`config.mk`:
```
export PLATFORM = sky130hd
export DESIGN_NAME = arm_seq_ctrl
export DESIGN_NICKNAME = d
export VERILOG_FILES = /design/src/rtl/arm_seq_ctrl.sv
export SDC_FILE = /design/constraint.sdc
export NUM_CORES = 1
export LEC_CHECK = 0
export ABC_AREA = 1
export BUFFER_PORTS_ARGS = -buffer_cell sky130_fd_sc_hd__buf_2
export CORE_MARGIN = 1.5
export CORE_UTILIZATION = 45
export CTS_CLUSTER_DIAMETER = 150
export DETAILED_ROUTE_END_ITERATION = 8
export PLACE_DENSITY = 0.76
export SKIP_LAST_GASP = 1
export SYNTH_ARGS = -nofsm -noshare
export SYNTH_HDL_FRONTEND = slang
export SYNTH_SLANG_ARGS = --single-unit
export TNS_END_PERCENT = 10
```
`constraint.sdc`:
```
create_clock -name clk -period 1.8 [get_ports clk]
set_input_delay 0.36 -clock clk [delete_from_list [all_inputs] [get_ports clk]]
set_output_delay 0.36 -clock clk [all_outputs]
set_load 0.01 [all_outputs]
```
`src/rtl/arm_seq_ctrl.sv`:
```
// Multi-cycle fetch/exec/mem sequencer with ack timeout fault.
// Optional perf counters enabled by defining ARM_SEQ_PERF_EN.
module arm_seq_ctrl #(
  parameter int                ADDR_W   = 32,
  parameter logic [ADDR_W-1:0] RESET_PC = '0,
  parameter int                TIMEOUT  = 16
) (
  input  logic              clk,
  input  logic              rst,
  output logic              inst_req,
  output logic [ADDR_W-1:0] inst_addr,
  input  logic              inst_ack,
  input  logic [31:0]       inst_rdata,
  output logic [31:0]       ir,
  input  logic              dec_cond_pass,
  input  logic              dec_load,
  input  logic              dec_store,
  input  logic              dec_branch,
  input  logic [ADDR_W-1:0] dec_target,
  input  logic              dec_halt,
  output logic              mem_req,
  output logic              mem_we,
  input  logic              mem_ack,
  output logic              wb_en,
  output logic [ADDR_W-1:0] pc,
  output logic              halted,
`ifdef ARM_SEQ_PERF_EN
  output logic [31:0]       cyc_cnt,
  output logic [31:0]       ret_cnt,
`endif
  output logic              fault
);

  localparam int CW = $clog2(TIMEOUT + 1);
  localparam logic [ADDR_W-1:0] AMASK =
    {{(ADDR_W-2){1'b1}}, 2'b00};

  typedef enum logic [1:0] {
    FETCH, EXEC, MEM, HALT
  } state_t;

  state_t            state_q;
  logic [ADDR_W-1:0] pc_q;
  logic [31:0]       ir_q;
  logic [CW-1:0]     cnt_q;
  logic              fault_q;

  logic [ADDR_W-1:0] pc_inc;
  logic              cnt_exp;
  logic              is_mem;

  assign pc_inc  = pc_q + ADDR_W'(4);
  assign cnt_exp = (cnt_q == CW'(TIMEOUT - 1));
  assign is_mem  = dec_load | dec_store;

  assign inst_req  = (state_q == FETCH);
  assign inst_addr = pc_q;
  assign mem_req   = (state_q == MEM);
  assign mem_we    = (state_q == MEM) & dec_store;
  assign ir        = ir_q;
  assign pc        = pc_q;
  assign halted    = (state_q == HALT);
  assign fault     = fault_q;

  // Commit strobe: plain ALU/branch in EXEC, or load on its ack.
  assign wb_en =
    ((state_q == EXEC) & dec_cond_pass & ~dec_halt & ~is_mem) |
    ((state_q == MEM) & mem_ack & dec_load);

  always_ff @(posedge clk) begin
    if (rst) begin
      state_q <= FETCH;
      pc_q    <= RESET_PC & AMASK;
      ir_q    <= '0;
      cnt_q   <= '0;
      fault_q <= 1'b0;
    end else begin
      unique case (state_q)
        FETCH: begin
          if (inst_ack) begin
            ir_q    <= inst_rdata;
            state_q <= EXEC;
          end else if (cnt_exp) begin
            state_q <= HALT;
            fault_q <= 1'b1;
          end else begin
            cnt_q <= cnt_q + 1'b1;
          end
        end
        EXEC: begin
          cnt_q <= '0;
          if (!dec_cond_pass) begin
            pc_q    <= pc_inc;
            state_q <= FETCH;
          end else if (dec_halt) begin
            state_q <= HALT;
          end else if (is_mem) begin
            state_q <= MEM;
          end else begin
            pc_q    <= dec_branch ? (dec_target & AMASK)
                                  : pc_inc;
            state_q <= FETCH;
          end
        end
        MEM: begin
          if (mem_ack) begin
            pc_q    <= pc_inc;
            cnt_q   <= '0;
            state_q <= FETCH;
          end else if (cnt_exp) begin
            state_q <= HALT;
            fault_q <= 1'b1;
          end else begin
            cnt_q <= cnt_q + 1'b1;
          end
        end
        HALT: begin
          state_q <= HALT;
        end
        default: state_q <= HALT;
      endcase
    end
  end

`ifdef ARM_SEQ_PERF_EN
  logic [31:0] cyc_q;
  logic [31:0] ret_q;

  always_ff @(posedge clk) begin
    if (rst) begin
      cyc_q <= '0;
      ret_q <= '0;
    end else begin
      if (state_q != HALT) cyc_q <= cyc_q + 32'd1;
      if (state_q == EXEC) ret_q <= ret_q + 32'd1;
    end
  end

  assign cyc_cnt = cyc_q;
  assign ret_cnt = ret_q;
`endif

endmodule

```
==> out/metrics.cfg, run 1 <==
[synth]
synth_edf_count=0
synth_top_flop_cell=dfxtp_1
yosys_warnings=0
synth_cells=649
async_flop_share_pct=0
postSynthAreaPerCell_sq_um=6.31
synth_area_sq_um=4100
synth.distinct_cells=32
seq_area_frac_synth_pct=34.2
ys_seq_elements=70

[power]
p_per_area_nw_per_um2=724
p_total_mw=3.68
p_leak_nw=2.38
max-vdd-ir-drop_mv=0.441

[floorplanning]
dieArea_sq_um=9680
ios=175
core-area_sq_um=8760
dieWidth_um=98.4
num_rows=34
start_util_pct=46.7
fp.dieH_um=98.4

[place]
dp_slack_ns=0.0947
dp_hpwl_mm=8.58
gp_congestion=0.890
portBuffers=168

[run_status]
status=complete, no violations

[layout]
nets=874
drive_above_1_share_pct=28.9
post-route-util_pct=58.0
n_antenna_cell=0
final_cell_mix=174 x nand2_1, 168 x buf_2, 139 x nor2_1, 68 x dfxtp_1, 56 x o21ai_0
syn_to_final_growth_pct=24.2
layout_commonest_cell=nand2_1

[setup_path]
required_ns=1.44
reg2reg_to=inst_addr[18]
worstSetupEndpointType=output port
rr_worst_depth=11
path_max_fanout=5
rr_startpoint=state_q[1]
critPathLaunchType=register
cp.arrival_ns=1.41
ff2ff_setup_slack_ns=0.14
worstSetupPathType=reg -> out

[detailed_routing]
wl_per_cell_um=12.5
drt_wl_total_mm=11.3
vias=4492
dr.max_layer_used=met4
wl_met1_mm=4.83
route.met2.wl_mm=5.44
wl_met3_um=858
remaining_drc_errors=0
first_iter_violations=142
vias_per_cell=4.96
first_pass_iters=5
ant_nets=0

[clock_tree]
clk_pin_slew_ns=0.08
h-tree-depth=3
cts_made_buffers=9
cts.path.max_buffers=2
worstSkewPairLatency_ns=0.34
root_buffer=clkbuf_8
tritoncts=done
clkSinkCount=70

[job]
maxCapViolations=0

[sta]
drv_slew=0
finalSetupViolCount=0
rsz0062_at_grt=yes
fin_crit_sh_pct=98.1
finalCriticalPeriod_ns=1.77
finalHoldViolations=0
totalNegativeSetupSlack_ns=0
max_freq_ghz=0.566
holdWs_ns=0.265
setup_slack_ns=0.0343
finalClockSkew_ns=0.00905

[grt]
grtUsageTotal_pct=23.5
grt_pass1_wl_mm=18.9
grt_max_degree=36
antenna_found_initial=0
grt_pass1_vias=4180
grt.overflow.total=0

[hold_path]
hold-path-endpoint=ir[14]
hold_class=in -> reg
hold_depth=3
hp-start=inst_rdata[14]

## registers in the layout, summed over array words and instances, names as in the netlist
register,count
inst_addr,30
ir,32
fault,1
state_q,2
cnt_q,5
## metrics by stage
step,instances,cell area (sq um)
2_1_floorplan,652,4110
3_3_place_gp,889,4870
3_5_place_dp,889,4870
4_1_cts,904,5050
5_1_grt,906,5090
6_report,906,5090
## synthesized netlist by cell type, types with 3 or more instances
| cell type | n | area share, % |
|---|---|---|
| nand2_1 | 174 | 16 |
| nor2_1 | 139 | 13 |
| dfxtp_1 | 70 | 34 |
| o21ai_0 | 56 | 6.8 |
| a21oi_1 | 35 | 4.3 |
| buf_4 | 35 | 6.4 |
| inv_1 | 35 | 3.2 |
| nand3_1 | 28 | 3.4 |
| clkbuf_1 | 11 | 1.0 |
| buf_2 | 8 | 0.98 |
| ha_1 | 7 | 2.1 |
| nand2_2 | 6 | 0.92 |
| nor2_2 | 5 | 0.76 |
| nor2_4 | 5 | 1.4 |
| o211ai_1 | 4 | 0.73 |
| o31ai_1 | 4 | 0.73 |
| buf_1 | 3 | 0.27 |
| inv_2 | 3 | 0.27 |
| nor3_1 | 3 | 0.37 |
## routing by layer
| metal | global-route usage (%) | vias up |
|---|---|---|
| li1 | - | 2310 |
| met2 | 41.1 | 160 |
| met3 | 6.67 | 14 |
| met1 | 28.3 | 2008 |
| met5 | 0 | - |
| met4 | 6.18 | 0 |
## how the worst max path moves through the flow
| stage | depth (start not counted) | endpoint | startpoint |
|---|---|---|---|
| floorplan | 9 | inst_addr[6] | state_q[0] |
| global placement | 11 | inst_addr[15] | state_q[0] |
| detailed placement | 9 | inst_addr[11] | state_q[0] |
| CTS | 6 | wb_en | state_q[0] |
| global route | 6 | wb_en | state_q[0] |
| finish | 6 | wb_en | state_q[0] |
## critical path: stages, from the launching register on
cell and delay [ns]:
dfxtp_4 0.36, inv_1 0.05, ha_1 0.22, buf_4 0.16, nand3_1 0.07, o21ai_0 0.07, buf_2 0.14
## report_power, final
| part | total, mW | internal [mW] | switching, mW |
|---|---|---|---|
| Combinational | 0.761 | 0.321 | 0.440 |
| Sequential | 1.74 | 1.66 | 0.0846 |
| Clock | 1.18 | 0.534 | 0.643 |
## kinds of logic after synthesis
group / Yosys count / synth area share (%)
simple gates: 366 / 36.7
other cells: 1 / 0.0915
flops: 70 / 34.2
xor+xnor: 4 / 0.855
buf+inv: 96 / 12.4
fa+ha+maj: 7 / 2.14
compound gates: 105 / 13.5
## what timing repair did
action | CTS | global route
gates resized for setup | 2 | 5
hold buffers | 0 | 0
hold endpoints to repair | 0 | 0
endpoints found under the setup margin | 2 | 14
setup buffers | 0 | 2
## area by class of cell
class,count,area (sq um)
clock inverter,5,35.0
inverter,38,143
multi-input combinational,486,2210
clock buffer,10,138
timing repair buffer,189,1010
fill,882,3680
sequential,70,1410
tap,108,135
(Power assumes the default switching activity.)
==> inputs of run 2 (changes only) <==
Settings changed: CAP_MARGIN set to 25, MAX_ROUTING_LAYER set to met4.
==> out/metrics.cfg, run 2 (synthesis gave the netlist of run 1 again) <==
[run_status]
status=complete, no violations

[sta]
setup_slack_ns=0.0413
finalClockSkew_ns=0.0122
drv_slew=0
rsz0062_at_grt=yes
max_freq_ghz=0.569
finalSetupViolCount=0
finalHoldViolations=0
finalCriticalPeriod_ns=1.76
holdWs_ns=0.263
fin_crit_sh_pct=97.7

[setup_path]
critPathLaunchType=register
path_buf_inv=3
cp_cell_sequence=inv_1 -> ha_1 -> buf_4 -> nand3_1 -> o21ai_0 -> buf_2
critical_path_depth=6
rr_worst_depth=8
path_max_fanout=5
required_ns=1.44
worstSetupEndpointType=output port
cp.arrival_ns=1.40
worstSetupPathType=reg -> out
max_stage_delay_ns=0.36
cp_slowest_cell=dfxtp_4
critPathTopFamily=flip-flops

[detailed_routing]
remaining_drc_errors=0
first_pass_iters=4
vias=4533
vias_per_cell=5.00
drt_wl_total_mm=11.3
ant_nets=0
first_iter_violations=139
wl_per_cell_um=12.5

[floorplanning]
start_util_pct=46.7
fp.dieH_um=98.4
num_rows=34
core-area_sq_um=8760
dieArea_sq_um=9680
dieWidth_um=98.4
ios=175

[power]
p_per_area_nw_per_um2=717
max-vdd-ir-drop_mv=0.549
p_leak_nw=2.37
p_total_mw=3.65

[grt]
grt_max_degree=36
antenna_found_initial=0
grt_pass1_wl_mm=18.7
grt.overflow.total=0
grtUsageTotal_pct=23.9
grt_pass1_vias=4195

[place]
portBuffers=168
dp_hpwl_mm=8.61
gp_congestion=0.904
dp_slack_ns=0.0619

[clock_tree]
cts_made_buffers=9
h-tree-depth=3
tritoncts=done
clkSinkCount=70
worstSkewPairLatency_ns=0.34
root_buffer=clkbuf_8
clk_pin_slew_ns=0.08
cts.path.max_buffers=2
ctsHoldBuffers=0

[layout]
nets=874
layout_commonest_cell=nand2_1
syn_to_final_growth_pct=24.3
fillers=901
final_cell_mix=174 x nand2_1, 168 x buf_2, 139 x nor2_1, 69 x dfxtp_1, 56 x o21ai_0
n_antenna_cell=0
largest_register_ffs=32
drive_above_1_share_pct=28.7
post-route-util_pct=58.1

[hold_path]
hold_depth=3
hold_class=in -> reg

[job]
maxCapViolations=0

-- run 2: layout make-up --
| cell class | instances | area (sq um) | share of cell area (%) |
|---|---|---|---|
| clock buffer | 10 | 128 | 2.51 |
| clock inverter | 6 | 45.0 | 0.885 |
| inverter | 38 | 143 | 2.80 |
| multi-input combinational | 486 | 2210 | 43.4 |
| sequential | 70 | 1410 | 27.6 |
| tap | 108 | 135 | 2.65 |
| timing repair buffer | 189 | 1030 | 20.2 |
-- run 2: final timing paths --
path	startpoint	end	slack (ns)
min reg2reg	cnt_q[4]	cnt_q[4]	0.46
max	state_q[0]	wb_en	0.04
max reg2reg	state_q[1]	inst_addr[17]	0.10
min	inst_rdata[14]	ir[14]	0.26
-- run 2: repair_timing --
action | in CTS | in global routing
setup buffers | 2 | 0
endpoints found under the setup margin | 2 | 14
gates resized for setup | 2 | 3
cloned | 0 | 0
pin swaps | 0 | 0
hold endpoints to repair | 0 | 0
-- run 2: worst reg2reg max path, delay by kind of cell (launching register included) --
family	cells	cell delay, ns
fa+ha+maj	1	0.22
buf+inv	2	0.26
flops	1	0.42
compound gates	2	0.36
simple gates	3	0.37
-- run 2: stage by stage --
step	cell area (sq um)	setup TNS, ns	instances
3_5_place_dp	4880	0	889
3_3_place_gp	4880	0	889
6_report	5090	0	907
5_1_grt	5090	-0.278	907
4_1_cts	5080	0	907
2_1_floorplan	4110	0	652
-- run 2: power by group --
part           leakage (nW)  internal, mW  switching [mW]
clock network        0.0793         0.508           0.634
registers             0.575          1.66          0.0840
logic                  1.72         0.324           0.441
total                  2.37          2.49            1.16
-- run 2: per-layer routing --
| metal | global-route usage [%] | share of wire (%) | vias up | wire [um] |
|---|---|---|---|---|
| li1 | - | - | 2312 | - |
| met1 | 27.8 | 42 | 2044 | 4750 |
| met2 | 40.5 | 48 | 153 | 5490 |
| met3 | 5.32 | 7.5 | 24 | 849 |
| met4 | 8.78 | 2.2 | 0 | 248 |
| met5 | - | 0 | - | 0 |
==> inputs of run 3 (changes only) <==
Settings changed: CORE_UTILIZATION 45 to 48, PLACE_DENSITY 0.76 to 0.8.
==> out/metrics.cfg, run 3 (synthesis gave the netlist of run 1 again) <==
[sta]
holdWs_ns=0.266
finalCriticalPeriod_ns=1.73
finalSetupViolCount=0
rsz0062_at_grt=yes
finalHoldViolations=0
max_freq_ghz=0.578
setup_slack_ns=0.0687
finalClockSkew_ns=0.00921
fin_crit_sh_pct=96.2
drv_slew=0

[layout]
layout_commonest_cell=nand2_1
drive_above_1_share_pct=28.7
syn_to_final_growth_pct=24.8
post-route-util_pct=61.9
largest_register_ffs=32
nets=870
final_cell_mix=174 x nand2_1, 168 x buf_2, 139 x nor2_1, 68 x dfxtp_1, 55 x o21ai_0

[clock_tree]
h-tree-depth=3
root_buffer=clkbuf_8
clkSinkCount=70
tritoncts=done
ctsHoldBuffers=0
cts.path.max_buffers=2
clk_pin_slew_ns=0.08
cts_made_buffers=9
worstSkewPairLatency_ns=0.34

[power]
max-vdd-ir-drop_mv=0.596
p_per_area_nw_per_um2=784
p_leak_nw=2.38
p_total_mw=4.01

[setup_path]
ff2ff_setup_slack_ns=0.16
rr_worst_depth=9
cp.arrival_ns=1.37
reg2reg_to=inst_addr[9]
path_max_fanout=5
worstSetupPathType=reg -> out
rr_startpoint=state_q[1]
required_ns=1.44
endpoint=wb_en
worstSetupEndpointType=output port
critPathLaunchType=register
crit_start=state_q[0]

[run_status]
status=complete, no violations

[place]
dp_slack_ns=-0.0728
gp_congestion=0.884
portBuffers=168
dp_hpwl_mm=8.49

[floorplanning]
dieWidth_um=95.4
core-area_sq_um=8260
fp.dieH_um=95.4
start_util_pct=49.6
dieArea_sq_um=9100
num_rows=33
ios=175

[hold_path]
hold_class=in -> reg
hp-start=inst_rdata[19]
hold_depth=3

[detailed_routing]
remaining_drc_errors=0
vias=4526
ant_nets=0
vias_per_cell=5.03
first_iter_violations=157
first_pass_iters=4
drt_wl_total_mm=11.3
wl_per_cell_um=12.5

[grt]
grt_max_degree=36
grt_pass1_wl_mm=18.0
grt_pass1_vias=4065
grt.overflow.total=0
grtUsageTotal_pct=25.9
antenna_found_initial=1

[job]
maxCapViolations=0

## run 3: cell types whose count changed in the layout (fill, tap and decap cells not counted), sizes merged, moves of 2 or more
cell,previous run,this run
bufinv,0,3
clkinvlp,3,1
buf,189,185
inv,40,38
## run 3: worst max-delay path, cell delays in order, from the launching register on
cell     delay, ns
dfxtp_4       0.37
inv_2         0.06
ha_2          0.20
buf_4         0.13
nand3_1       0.07
o21ai_1       0.07
buf_2         0.14
## run 3: worst min path at each step
stage	to	slack [ns]
after global placement	cnt_q[4]	0.44
after global routing	ir[29]	0.27
final	ir[19]	0.27
after detailed placement	cnt_q[4]	0.45
after floorplan	cnt_q[4]	0.42
after CTS	ir[4]	0.25
## run 3: cell type report
type	instances	area [sq um]
Fill cell	808	3150
Multi-Input combinational cell	486	2220
Sequential cell	70	1410
Timing Repair Buffer	185	972
Inverter	38	148
Tap cell	105	131
Clock buffer	9	124
Clock inverter	6	111
Antenna cell	1	2.50
## run 3: repair_timing
| action | in CTS | in global routing |
|---|---|---|
| gates cloned | 0 | 0 |
| endpoints found under the hold margin | 0 | 0 |
| gates resized for setup | 1 | 11 |
| setup endpoints to repair | 17 | 35 |
| setup buffers | 0 | 0 |
## run 3: power breakdown
part	switching (mW)	total [mW]	internal [mW]
clock	0.607	1.52	0.913
combinational	0.440	0.743	0.303
sequential	0.0875	1.75	1.66
total	1.13	4.01	2.87
## run 3: layer usage
| metal | vias up | part of all wire [%] | track usage (%) |
|---|---|---|---|
| li1 | 2308 | - | - |
| met1 | 2035 | 42 | 30.6 |
| met2 | 165 | 48 | 42.7 |
| met3 | 18 | 8.3 | 6.46 |
| met4 | 0 | 1.9 | 9.31 |
| met5 | - | 0 | - |
## run 3: per-stage QoR
stage,setup TNS (ns),area [sq um],cells
global route,-0.0834,5110,900
floorplan,0,4110,652
detailed placement,-0.259,4840,884
global placement,0,4840,884
CTS,-0.0884,5080,899
finish,0,5110,900
